## config.mk

```make
export PLATFORM = sky130hd
export DESIGN_NAME = tl_ul_channel_buffer
export DESIGN_NICKNAME = d
export VERILOG_FILES = /design/src/rtl/tl_ul_pkg.sv /design/src/rtl/tl_ul_fifo.sv /design/src/rtl/tl_ul_channel_buffer.sv
export SDC_FILE = /design/constraint.sdc
export NUM_CORES = 1
export LEC_CHECK = 0
export CELL_PAD_IN_SITES_DETAIL_PLACEMENT = 0
export CELL_PAD_IN_SITES_GLOBAL_PLACEMENT = 1
export CORE_AREA = 2 2 163 165
export DETAILED_ROUTE_END_ITERATION = 10
export DIE_AREA = 0 0 165 167
export PLACE_DENSITY = 0.77
export SYNTH_ARGS = -nofsm -noshare
export SYNTH_HDL_FRONTEND = slang
export SYNTH_SLANG_ARGS = --single-unit
```

## constraint.sdc

```tcl
create_clock -name clock -period 5.45 [get_ports clock]
set_input_delay 0.8175 -clock clock [delete_from_list [all_inputs] [get_ports clock]]
set_output_delay 0.8175 -clock clock [all_outputs]
set_load 0.03 [all_outputs]
```

## src/rtl/tl_ul_pkg.sv

```systemverilog
// Shared TL-UL definitions: opcode constants and the fixed-width channel payloads.
package tl_ul_pkg;

  localparam logic [2:0] OP_PUT_FULL_DATA    = 3'd0;
  localparam logic [2:0] OP_PUT_PARTIAL_DATA = 3'd1;
  localparam logic [2:0] OP_GET              = 3'd4;
  localparam logic [2:0] OP_ACCESS_ACK       = 3'd0;
  localparam logic [2:0] OP_ACCESS_ACK_DATA  = 3'd1;

  // Source is appended by the user because its width is chosen per instance.
  typedef struct packed {
    logic [2:0]  opcode;
    logic [2:0]  param;
    logic [1:0]  size;
    logic [31:0] address;
    logic [3:0]  mask;
    logic [31:0] data;
    logic        corrupt;
  } tl_a_t;

  typedef struct packed {
    logic [2:0]  opcode;
    logic [1:0]  param;
    logic [1:0]  size;
    logic        sink;
    logic        denied;
    logic [31:0] data;
    logic        corrupt;
  } tl_d_t;

  function automatic logic is_access_ack(input logic [2:0] op);
    return (op == OP_ACCESS_ACK) || (op == OP_ACCESS_ACK_DATA);
  endfunction

endpackage

```

## src/rtl/tl_ul_fifo.sv

```systemverilog
// DEPTH-entry register FIFO; callers qualify push/pop with their own full/empty view.
module tl_ul_fifo
  import tl_ul_pkg::*;
#(
  parameter int unsigned W     = 8,
  parameter int unsigned DEPTH = 2
) (
  input  logic                         clk_i,
  input  logic                         rst_ni,
  input  logic                         push_i,
  input  logic                         pop_i,
  input  logic [W-1:0]                 wr_data_i,
  output logic [W-1:0]                 rd_data_o,
  output logic [$clog2(DEPTH+1)-1:0]   count_o
);

  localparam int unsigned PW = (DEPTH > 1) ? $clog2(DEPTH) : 1;
  localparam int unsigned CW = $clog2(DEPTH+1);

  logic [W-1:0]  mem_q [DEPTH];
  logic [PW-1:0] wr_ptr_q, wr_ptr_d;
  logic [PW-1:0] rd_ptr_q, rd_ptr_d;
  logic [CW-1:0] count_q, count_d;

  always_comb begin
    wr_ptr_d = wr_ptr_q;
    rd_ptr_d = rd_ptr_q;
    count_d  = count_q + CW'(push_i) - CW'(pop_i);
    if (push_i) wr_ptr_d = (wr_ptr_q == PW'(DEPTH-1)) ? '0 : wr_ptr_q + PW'(1);
    if (pop_i)  rd_ptr_d = (rd_ptr_q == PW'(DEPTH-1)) ? '0 : rd_ptr_q + PW'(1);
  end

  always_ff @(posedge clk_i or negedge rst_ni) begin
    if (!rst_ni) begin
      wr_ptr_q <= '0;
      rd_ptr_q <= '0;
      count_q  <= '0;
    end else begin
      wr_ptr_q <= wr_ptr_d;
      rd_ptr_q <= rd_ptr_d;
      count_q  <= count_d;
    end
  end

  always_ff @(posedge clk_i) begin
    if (push_i) mem_q[wr_ptr_q] <= wr_data_i;
  end

  assign rd_data_o = mem_q[rd_ptr_q];
  assign count_o   = count_q;

endmodule

```

## src/rtl/tl_ul_channel_buffer.sv

```systemverilog
// Registered TL-UL A/D channel buffer with outstanding-request limiting on A.
module tl_ul_channel_buffer
  import tl_ul_pkg::*;
#(
  parameter int unsigned DEPTH        = 2,
  parameter int unsigned MAX_INFLIGHT = 4,
  parameter int unsigned SRC_W        = 1
) (
  input  logic             clock,
  input  logic             reset_n,
  input  logic             in_a_valid,
  output logic             in_a_ready,
  input  logic [2:0]       in_a_opcode,
  input  logic [2:0]       in_a_param,
  input  logic [1:0]       in_a_size,
  input  logic [SRC_W-1:0] in_a_source,
  input  logic [31:0]      in_a_address,
  input  logic [3:0]       in_a_mask,
  input  logic [31:0]      in_a_data,
  input  logic             in_a_corrupt,
  output logic             out_a_valid,
  input  logic             out_a_ready,
  output logic [2:0]       out_a_opcode,
  output logic [2:0]       out_a_param,
  output logic [1:0]       out_a_size,
  output logic [SRC_W-1:0] out_a_source,
  output logic [31:0]      out_a_address,
  output logic [3:0]       out_a_mask,
  output logic [31:0]      out_a_data,
  output logic             out_a_corrupt,
  input  logic             out_d_valid,
  output logic             out_d_ready,
  input  logic [2:0]       out_d_opcode,
  input  logic [1:0]       out_d_param,
  input  logic [1:0]       out_d_size,
  input  logic [SRC_W-1:0] out_d_source,
  input  logic             out_d_sink,
  input  logic             out_d_denied,
  input  logic [31:0]      out_d_data,
  input  logic             out_d_corrupt,
  output logic             in_d_valid,
  input  logic             in_d_ready,
  output logic [2:0]       in_d_opcode,
  output logic [1:0]       in_d_param,
  output logic [1:0]       in_d_size,
  output logic [SRC_W-1:0] in_d_source,
  output logic             in_d_sink,
  output logic             in_d_denied,
  output logic [31:0]      in_d_data,
  output logic             in_d_corrupt,
  output logic [3:0]       inflight
);

  localparam int unsigned CW  = $clog2(DEPTH+1);
  localparam int unsigned A_W = $bits(tl_a_t) + SRC_W;
  localparam int unsigned D_W = $bits(tl_d_t) + SRC_W;

  tl_a_t          a_wr, a_rd;
  tl_d_t          d_wr, d_rd;
  logic [A_W-1:0] a_rd_data;
  logic [D_W-1:0] d_rd_data;
  logic [CW-1:0]  a_count, d_count;
  logic           a_push, a_pop, d_push, d_pop, ack_pop;
  logic           rdy_en_q;
  logic [3:0]     inflight_q, inflight_d;
  logic           err_underflow, err_underflow_d;

  assign a_wr = '{opcode: in_a_opcode, param: in_a_param, size: in_a_size,
                  address: in_a_address, mask: in_a_mask, data: in_a_data,
                  corrupt: in_a_corrupt};
  assign d_wr = '{opcode: out_d_opcode, param: out_d_param, size: out_d_size,
                  sink: out_d_sink, denied: out_d_denied, data: out_d_data,
                  corrupt: out_d_corrupt};

  // Readies stay low in reset and for the edge that releases it.
  assign in_a_ready  = rdy_en_q && (a_count != CW'(DEPTH)) &&
                       (({1'b0, inflight_q} + 5'(a_count)) < 5'(MAX_INFLIGHT));
  assign out_d_ready = rdy_en_q && (d_count != CW'(DEPTH));
  assign out_a_valid = (a_count != '0);
  assign in_d_valid  = (d_count != '0);

  assign a_push  = in_a_valid && in_a_ready;
  assign a_pop   = out_a_valid && out_a_ready;
  assign d_push  = out_d_valid && out_d_ready;
  assign d_pop   = in_d_valid && in_d_ready;
  assign ack_pop = d_pop && is_access_ack(d_rd.opcode);

  tl_ul_fifo #(.W(A_W), .DEPTH(DEPTH)) u_a_fifo (
    .clk_i     (clock),
    .rst_ni    (reset_n),
    .push_i    (a_push),
    .pop_i     (a_pop),
    .wr_data_i ({in_a_source, a_wr}),
    .rd_data_o (a_rd_data),
    .count_o   (a_count)
  );

  tl_ul_fifo #(.W(D_W), .DEPTH(DEPTH)) u_d_fifo (
    .clk_i     (clock),
    .rst_ni    (reset_n),
    .push_i    (d_push),
    .pop_i     (d_pop),
    .wr_data_i ({out_d_source, d_wr}),
    .rd_data_o (d_rd_data),
    .count_o   (d_count)
  );

  assign {out_a_source, a_rd} = a_rd_data;
  assign {in_d_source, d_rd}  = d_rd_data;

  assign out_a_opcode  = a_rd.opcode;
  assign out_a_param   = a_rd.param;
  assign out_a_size    = a_rd.size;
  assign out_a_address = a_rd.address;
  assign out_a_mask    = a_rd.mask;
  assign out_a_data    = a_rd.data;
  assign out_a_corrupt = a_rd.corrupt;

  assign in_d_opcode  = d_rd.opcode;
  assign in_d_param   = d_rd.param;
  assign in_d_size    = d_rd.size;
  assign in_d_sink    = d_rd.sink;
  assign in_d_denied  = d_rd.denied;
  assign in_d_data    = d_rd.data;
  assign in_d_corrupt = d_rd.corrupt;

  always_comb begin
    inflight_d      = inflight_q;
    err_underflow_d = err_underflow;
    if (a_pop && !ack_pop) begin
      if (inflight_q < 4'(MAX_INFLIGHT)) inflight_d = inflight_q + 4'd1;
    end else if (ack_pop && !a_pop) begin
      if (inflight_q == '0) err_underflow_d = 1'b1;
      else                  inflight_d      = inflight_q - 4'd1;
    end
  end

  always_ff @(posedge clock or negedge reset_n) begin
    if (!reset_n) begin
      rdy_en_q      <= 1'b0;
      inflight_q    <= '0;
      err_underflow <= 1'b0;
    end else begin
      rdy_en_q      <= 1'b1;
      inflight_q    <= inflight_d;
      err_underflow <= err_underflow_d;
    end
  end

  assign inflight = inflight_q;

endmodule
```

* Word-level counts from Yosys, hierarchy flattened *
Memory sizes are Yosys's and may differ from the RTL's.
Cells that the tools add are included.

cells by class
  $add $sub $neg = 11
  multipliers = 0
  div/mod/pow operators = 0
  $lt $le $gt $ge = 2
  equal/unequal tests = 5
  shift-type cells = 0
  mux-type cells = 12
  bitwise logic cells = 0
  reduce and logical (&&, ||, !) cells = 19

operators with widths
  cell                 number
  $mux 4               4
  $logic_and 1x1->1    10
  $mux 1               8
  $ne 2x2->1 const B   3
  $reduce_bool 2->1    3
  $add 4x2->5          1
  $lt 5x3->1 const B   1
  $add 1x1->1 const B  4
  $add 2x1->2          2
  $add 4x1->4 const B  1
  $logic_not 4->1      1
  $lt 4x3->1 const B   1
  $sub 2x1->2          2
  $sub 4x1->4 const B  1
  $eq 3x1->1 const B   1
  $logic_not 3->1      1
  $reduce_and 3->1     1
  $logic_not 1->1      2
  $ne 2x1->1 const B   1
  $logic_or 1x1->1     1

storage, ports and cells
  flip-flop bits (word level) = 13
  latch bits = 0
  memory bits (writable) = 242
  memory bits (read-only) = 0
  input port bits = 127
  output and inout port bits = 129
  logic and storage cells = 59
  memories = 2

memory list
  name            words  width  rd ports  clocked after Yosys merged registers in  write ports  line              RTL
  u_a_fifo.mem_q  2      78     1         0                                        1            tl_ul_fifo.sv:20  logic [W-1:0] mem_q [DEPTH];
  u_d_fifo.mem_q  2      43     1         0                                        1            tl_ul_fifo.sv:20

* Longest topological paths before layout *
An unclocked memory read counts as a cell.

  word-level depth = 8
  mapped depth = 11
  depth with buffers taken out = 10

* Cells and area by module *
From an unflattened synthesis, not the netlist that was laid out.

second synthesis, totals
  cell total of the unflattened synthesis = 446
  area, all modules = 9760.6 sq um

by module, submodules not included
  module                 instances  cells an instance  area an instance (sq um)  seq. area each (sq um)
  tl_ul_fifo (u_a_fifo)  1          256                5850.6                    4784.6
  tl_ul_fifo (u_d_fifo)  1          147                3490.8                    2682.6
  tl_ul_channel_buffer   1          43                 419.2                     125.1

* Worst setup path before layout *
No wires, ideal clock.

  kind = register to register
  from = register inflight_q[1] (netlist: inflight[1])
  to = memory u_a_fifo.mem_q[0][0] (netlist bit) (enable)
  library setup time = 0.515 ns
  arrival = 5.262 ns
  data required time = 4.935 ns
  setup slack = -0.327 ns
  cell stages (with the launch flop) = 6
  buffers on the path = 0
  clock period less this slack = 5.777 ns
  path through = dfrtp_1 ha_1 or4b_1 a211oi_2 nand2_2 nor2_1

on the way
  cells in the longest elaborated chain, start to end = 6

ends and longest elaborated chain
  item                          line                         RTL
  start: declaration            tl_ul_channel_buffer.sv:65   logic [3:0] inflight_q, inflight_d;
  start signal: assignment      tl_ul_channel_buffer.sv:145  inflight_q <= inflight_d;
  $add 4x2->5                   tl_ul_channel_buffer.sv:77   (({1'b0, inflight_q} + 5'(a_count)) < 5'(MAX_INFLIGHT));
  $lt 5x3->1                    tl_ul_channel_buffer.sv:77
  $logic_and 1x1->1             tl_ul_channel_buffer.sv:76   assign in_a_ready = rdy_en_q && (a_count != CW'(DEPTH)) &&
  named net in_a_ready          tl_ul_channel_buffer.sv:12   output logic in_a_ready,
  $logic_and 1x1->1             tl_ul_channel_buffer.sv:82   assign a_push = in_a_valid && in_a_ready;
  $mux 1                        tl_ul_fifo.sv:46             if (push_i) mem_q[wr_ptr_q] <= wr_data_i;
  $mux 1 (implied by the code)  tl_ul_fifo.sv:46
  end: declaration              tl_ul_fifo.sv:20

The timed path passes the listed nets, and every way through them passes these cells.

* Worst setup path in the final report *
  from = register u_a_fifo.rd_ptr_q
  to = output port out_a_address[7]

on the way
  cells in the longest elaborated chain, start to end = 1

ends and longest elaborated chain
  item                      line                        RTL
  start: declaration        tl_ul_fifo.sv:22            logic [PW-1:0] rd_ptr_q, rd_ptr_d;
  start signal: assignment  tl_ul_fifo.sv:40            rd_ptr_q <= rd_ptr_d;
  $mem_v2 2x78              -
  end: declaration          tl_ul_channel_buffer.sv:27  output logic [31:0] out_a_address,

Every way passes these cells.

==> flow_summary.rst <==
.. list-table::
   :header-rows: 1

   * - Metric
     - Value
   * - Setup bufs post-CTS
     - 0
   * - Avg Inst Size Synth
     - 20.9 um^2
   * - Share of synthesized cell area in full adder, half adder and majority cells
     - 0.0127
   * - Worst slack, placed
     - 2300 ps
   * - Layout Area Growth over Synthesis
     - 41.1%
   * - Async set-reset flop share out of synthesis
     - 0.0510
   * - Critical path data required time
     - 4630 ps
   * - Overall fraction of global-route tracks in use
     - 0.138
   * - Fraction of layout cells with a size suffix above 1
     - 0.236
   * - # placed instances
     - 1,032
   * - Cells resized by post-CTS repair
     - 0
   * - Routed wire length per instance
     - 18.2 um
   * - Arrival time reported for the critical path endpoint
     - 2800 ps
   * - Worst-path maximum fanout
     - 79
   * - Post-layout minimum cycle time
     - 3620 ps
   * - IR Drop Worst-Case VDD
     - 0.300 mV
   * - Top flip-flop cell by instance count after synthesis
     - sky130_fd_sc_hd__edfxtp_1
   * - Dominant combinational cell family by area after synthesis
     - multiplexers
   * - Post-synthesis share of cell area spent on and, or, nand and nor gates
     - 0.0130
   * - Total congestion overflow after global routing
     - 0
   * - CP startpoint
     - u_a_fifo.rd_ptr_q
   * - Commonest non-fill, non-tap cells in the layout
     - 255 x sky130_fd_sc_hd__clkdlybuf4s50_1, 242 x sky130_fd_sc_hd__edfxtp_1, 122 x sky130_fd_sc_hd__mux2_2
   * - Status
     - finished clean
   * - CTS tree
     - yes
   * - Number of synthesized register bits
     - 255
   * - Setup crit end kind
     - output pin
   * - Buffer levels on the longest clock path
     - 3
   * - Most frequent standard cell in the layout excluding fill and tap cells
     - sky130_fd_sc_hd__clkdlybuf4s50_1
   * - Initial antenna violation count
     - 0
   * - Multiplexer fraction of the synthesized cell area
     - 0.145
   * - Via density per instance
     - 4.66
   * - Worst hold path type
     - reg2reg
   * - RSZ-0062 raised after global routing
     - false
   * - Via count of the first global-routing pass
     - 5,418
   * - Top-level port count
     - 256
   * - # clock sinks
     - 255
   * - Number of failing hold endpoints at the final stage
     - 0
   * - Pin count of the biggest net entering global routing
     - 80
   * - Die W
     - 165 um
   * - Clk root buf
     - sky130_fd_sc_hd__clkbuf_16
   * - Static leakage
     - 4.49 nW
   * - Antenna-violating nets left
     - 0
   * - I/O Buffers
     - 255
   * - Fraction of the mapped netlist area in compound gates
     - 0.00715
   * - Post-synthesis instance area
     - 0.00945 mm^2
   * - Die outline area
     - 0.0276 mm^2
   * - Cts bufs inserted
     - 27
   * - Core region area
     - 0.0258 mm^2
   * - Yosys warnings
     - 0
   * - Area share of xor/xnor cells in the synthesized design
     - 0.00927
   * - Final clock period utilization by the worst path
     - 0.665
   * - Count of flip-flops with a built-in enable after synthesis
     - 242
   * - Slew Limit Headroom
     - 0.246
   * - Smallest setup slack after layout
     - 1830 ps
   * - Maximum clock rate
     - 0.276 GHz
   * - Row count
     - 59
   * - # fillers
     - 2,048
   * - Count of endpoints failing setup in the final report
     - 0
   * - Transition time at the pin with the least slew margin
     - 1130 ps
   * - Weighted congestion at the end of routability-driven global placement
     - 0.794
   * - Type of the worst setup path
     - reg2out
   * - Clock slew at reported path FFs
     - 60 ps
   * - Height of the chip
     - 167 um
   * - Worst hold path startpoint
     - u_d_fifo.count_o[1]
   * - Beginning of the worst register-to-register path
     - inflight[1]
   * - First-pass GRT wire length
     - 29,400 um
   * - Number of levels in the clock H-tree
     - 1
   * - Setup TNS
     - 0 ps
   * - Effective utilization at floorplan
     - 0.367
   * - Overall via count from detail_route
     - 5,041
   * - Worst setup skew after layout
     - 15.3 ps
   * - Number of design-rule violations left by the first detailed-router iteration
     - 283
   * - Non-filler instance count after layout
     - 1,082
   * - Power per cell area
     - 504 mW/mm^2
   * - # hold bufs at CTS
     - 0
   * - Worst setup SP type
     - flop
   * - Nets in the synthesized netlist
     - 588
   * - Latest clock arrival within the worst-skew pair
     - 520 ps
   * - Number of distinct library cell variants in the gate-level netlist after synthesis
     - 28
   * - Hpwl dp
     - 13,200 um
   * - DRT Pass-1 Iters
     - 4
   * - Final Power
     - 6.72 mW
   * - Layout net count
     - 862
   * - Pins Over Slew Limit
     - 0
   * - MaxCap Viol Count
     - 0
   * - Portion of the post-synthesis area used by sequential elements
     - 0.803
   * - Count of mapped cells out of synthesis
     - 452
   * - Detailed-route DRC error count
     - 0
   * - Final wirelength
     - 19,600 um
-- cell families after synthesis --
logic type	count (synthesis)
AND/OR/NAND/NOR	24
flip-flops	255
other	1
XOR/XNOR	10
adder cells (fa/ha/maj)	9
multiplexers	122
AO/OA/AOI/OAI	10
buffers and inverters	21
-- state kept, by name, summed over array words and instances, names as in the netlist --
name	count
rdy_en_q	1
u_a_fifo.mem_q	156
u_a_fifo.count_o	2
u_a_fifo.wr_ptr_q	1
u_d_fifo.rd_ptr_q	1
u_d_fifo.mem_q	86
u_a_fifo.rd_ptr_q	1
inflight	4
u_d_fifo.count_o	2
u_d_fifo.wr_ptr_q	1
-- synth_stat cells (2+ instances only) --
library cell	instances	area [um^2]
sky130_fd_sc_hd__inv_1	7	26.3
sky130_fd_sc_hd__edfxtp_1	242	7270
sky130_fd_sc_hd__clkbuf_1	4	15.0
sky130_fd_sc_hd__ha_1	8	100
sky130_fd_sc_hd__dfrtp_1	13	325
sky130_fd_sc_hd__nand2_1	5	18.8
sky130_fd_sc_hd__mux2_2	122	1370
sky130_fd_sc_hd__and2_1	2	12.5
sky130_fd_sc_hd__xor2_1	2	17.5
sky130_fd_sc_hd__xnor2_1	8	70.1
sky130_fd_sc_hd__nor2_1	7	26.3
sky130_fd_sc_hd__and3_1	3	18.8
sky130_fd_sc_hd__buf_1	8	30.0
sky130_fd_sc_hd__or2_2	2	12.5
sky130_fd_sc_hd__o21ai_0	3	15.0
sky130_fd_sc_hd__a21oi_1	3	15.0
sky130_fd_sc_hd__buf_2	2	10.0
-- worst paths after layout --
| path | slack, ps | cells after the start | endpoint |
|---|---|---|---|
| setup / recovery | 1830 | 2 | out_a_address[7] |
| hold / removal | 490 | 1 | u_d_fifo.count_o[1] |
| setup reg to reg | 2310 | 7 | u_a_fifo.mem_q[0][1] |
| hold reg to reg | 490 | 1 | u_d_fifo.count_o[1] |
| max in group asynchronous | 4330 | 1 | u_a_fifo.rd_ptr_q |
| min in group asynchronous | 670 | 1 | u_a_fifo.count_o[0] |
-- layout make-up --
| type | count | area, um^2 | area share |
|---|---|---|---|
| Sequential cell | 255 | 7600 | 0.570 |
| Timing Repair Buffer | 259 | 2580 | 0.194 |
| Inverter | 7 | 26.3 | 0.00197 |
| Tap cell | 335 | 419 | 0.0314 |
| Clock buffer | 29 | 683 | 0.0512 |
| Clock inverter | 20 | 228 | 0.0171 |
| Multi-Input combinational cell | 176 | 1800 | 0.135 |
| Antenna cell | 1 | 2.50 | 0.000188 |
-- routing by layer --
layer,global-route usage,vias up,wire length (um),part of all wire
met4,0.0363,0,441,0.022
met1,0.155,2458,7450,0.38
met2,0.229,242,9120,0.46
met5,0,-,0,0
met3,0.0715,29,2630,0.13
li1,-,2312,-,-
-- report_power, final --
| part | switching, mW | internal (mW) | leakage [nW] | total, mW |
|---|---|---|---|---|
| logic | 1.16 | 1.08 | 1.71 | 2.24 |
| registers | 0.264 | 2.38 | 2.34 | 2.64 |
| clock network | 0.701 | 1.14 | 0.439 | 1.84 |
-- per-stage QoR --
step,instance area (um^2),hold WS [ps],utilization
floorplan,9450,455,-
global placement,12400,472,0.482
detailed placement,12400,489,0.482
CTS,13300,499,0.517
global route,13300,508,0.517
finish,13300,490,0.518
-- critical path: stages (launching register included) --
cell and delay, ps:
sky130_fd_sc_hd__dfrtp_4 1080, sky130_fd_sc_hd__mux2_2 420, sky130_fd_sc_hd__clkdlybuf4s50_1 630
Power figures use the tool's default switching activity.
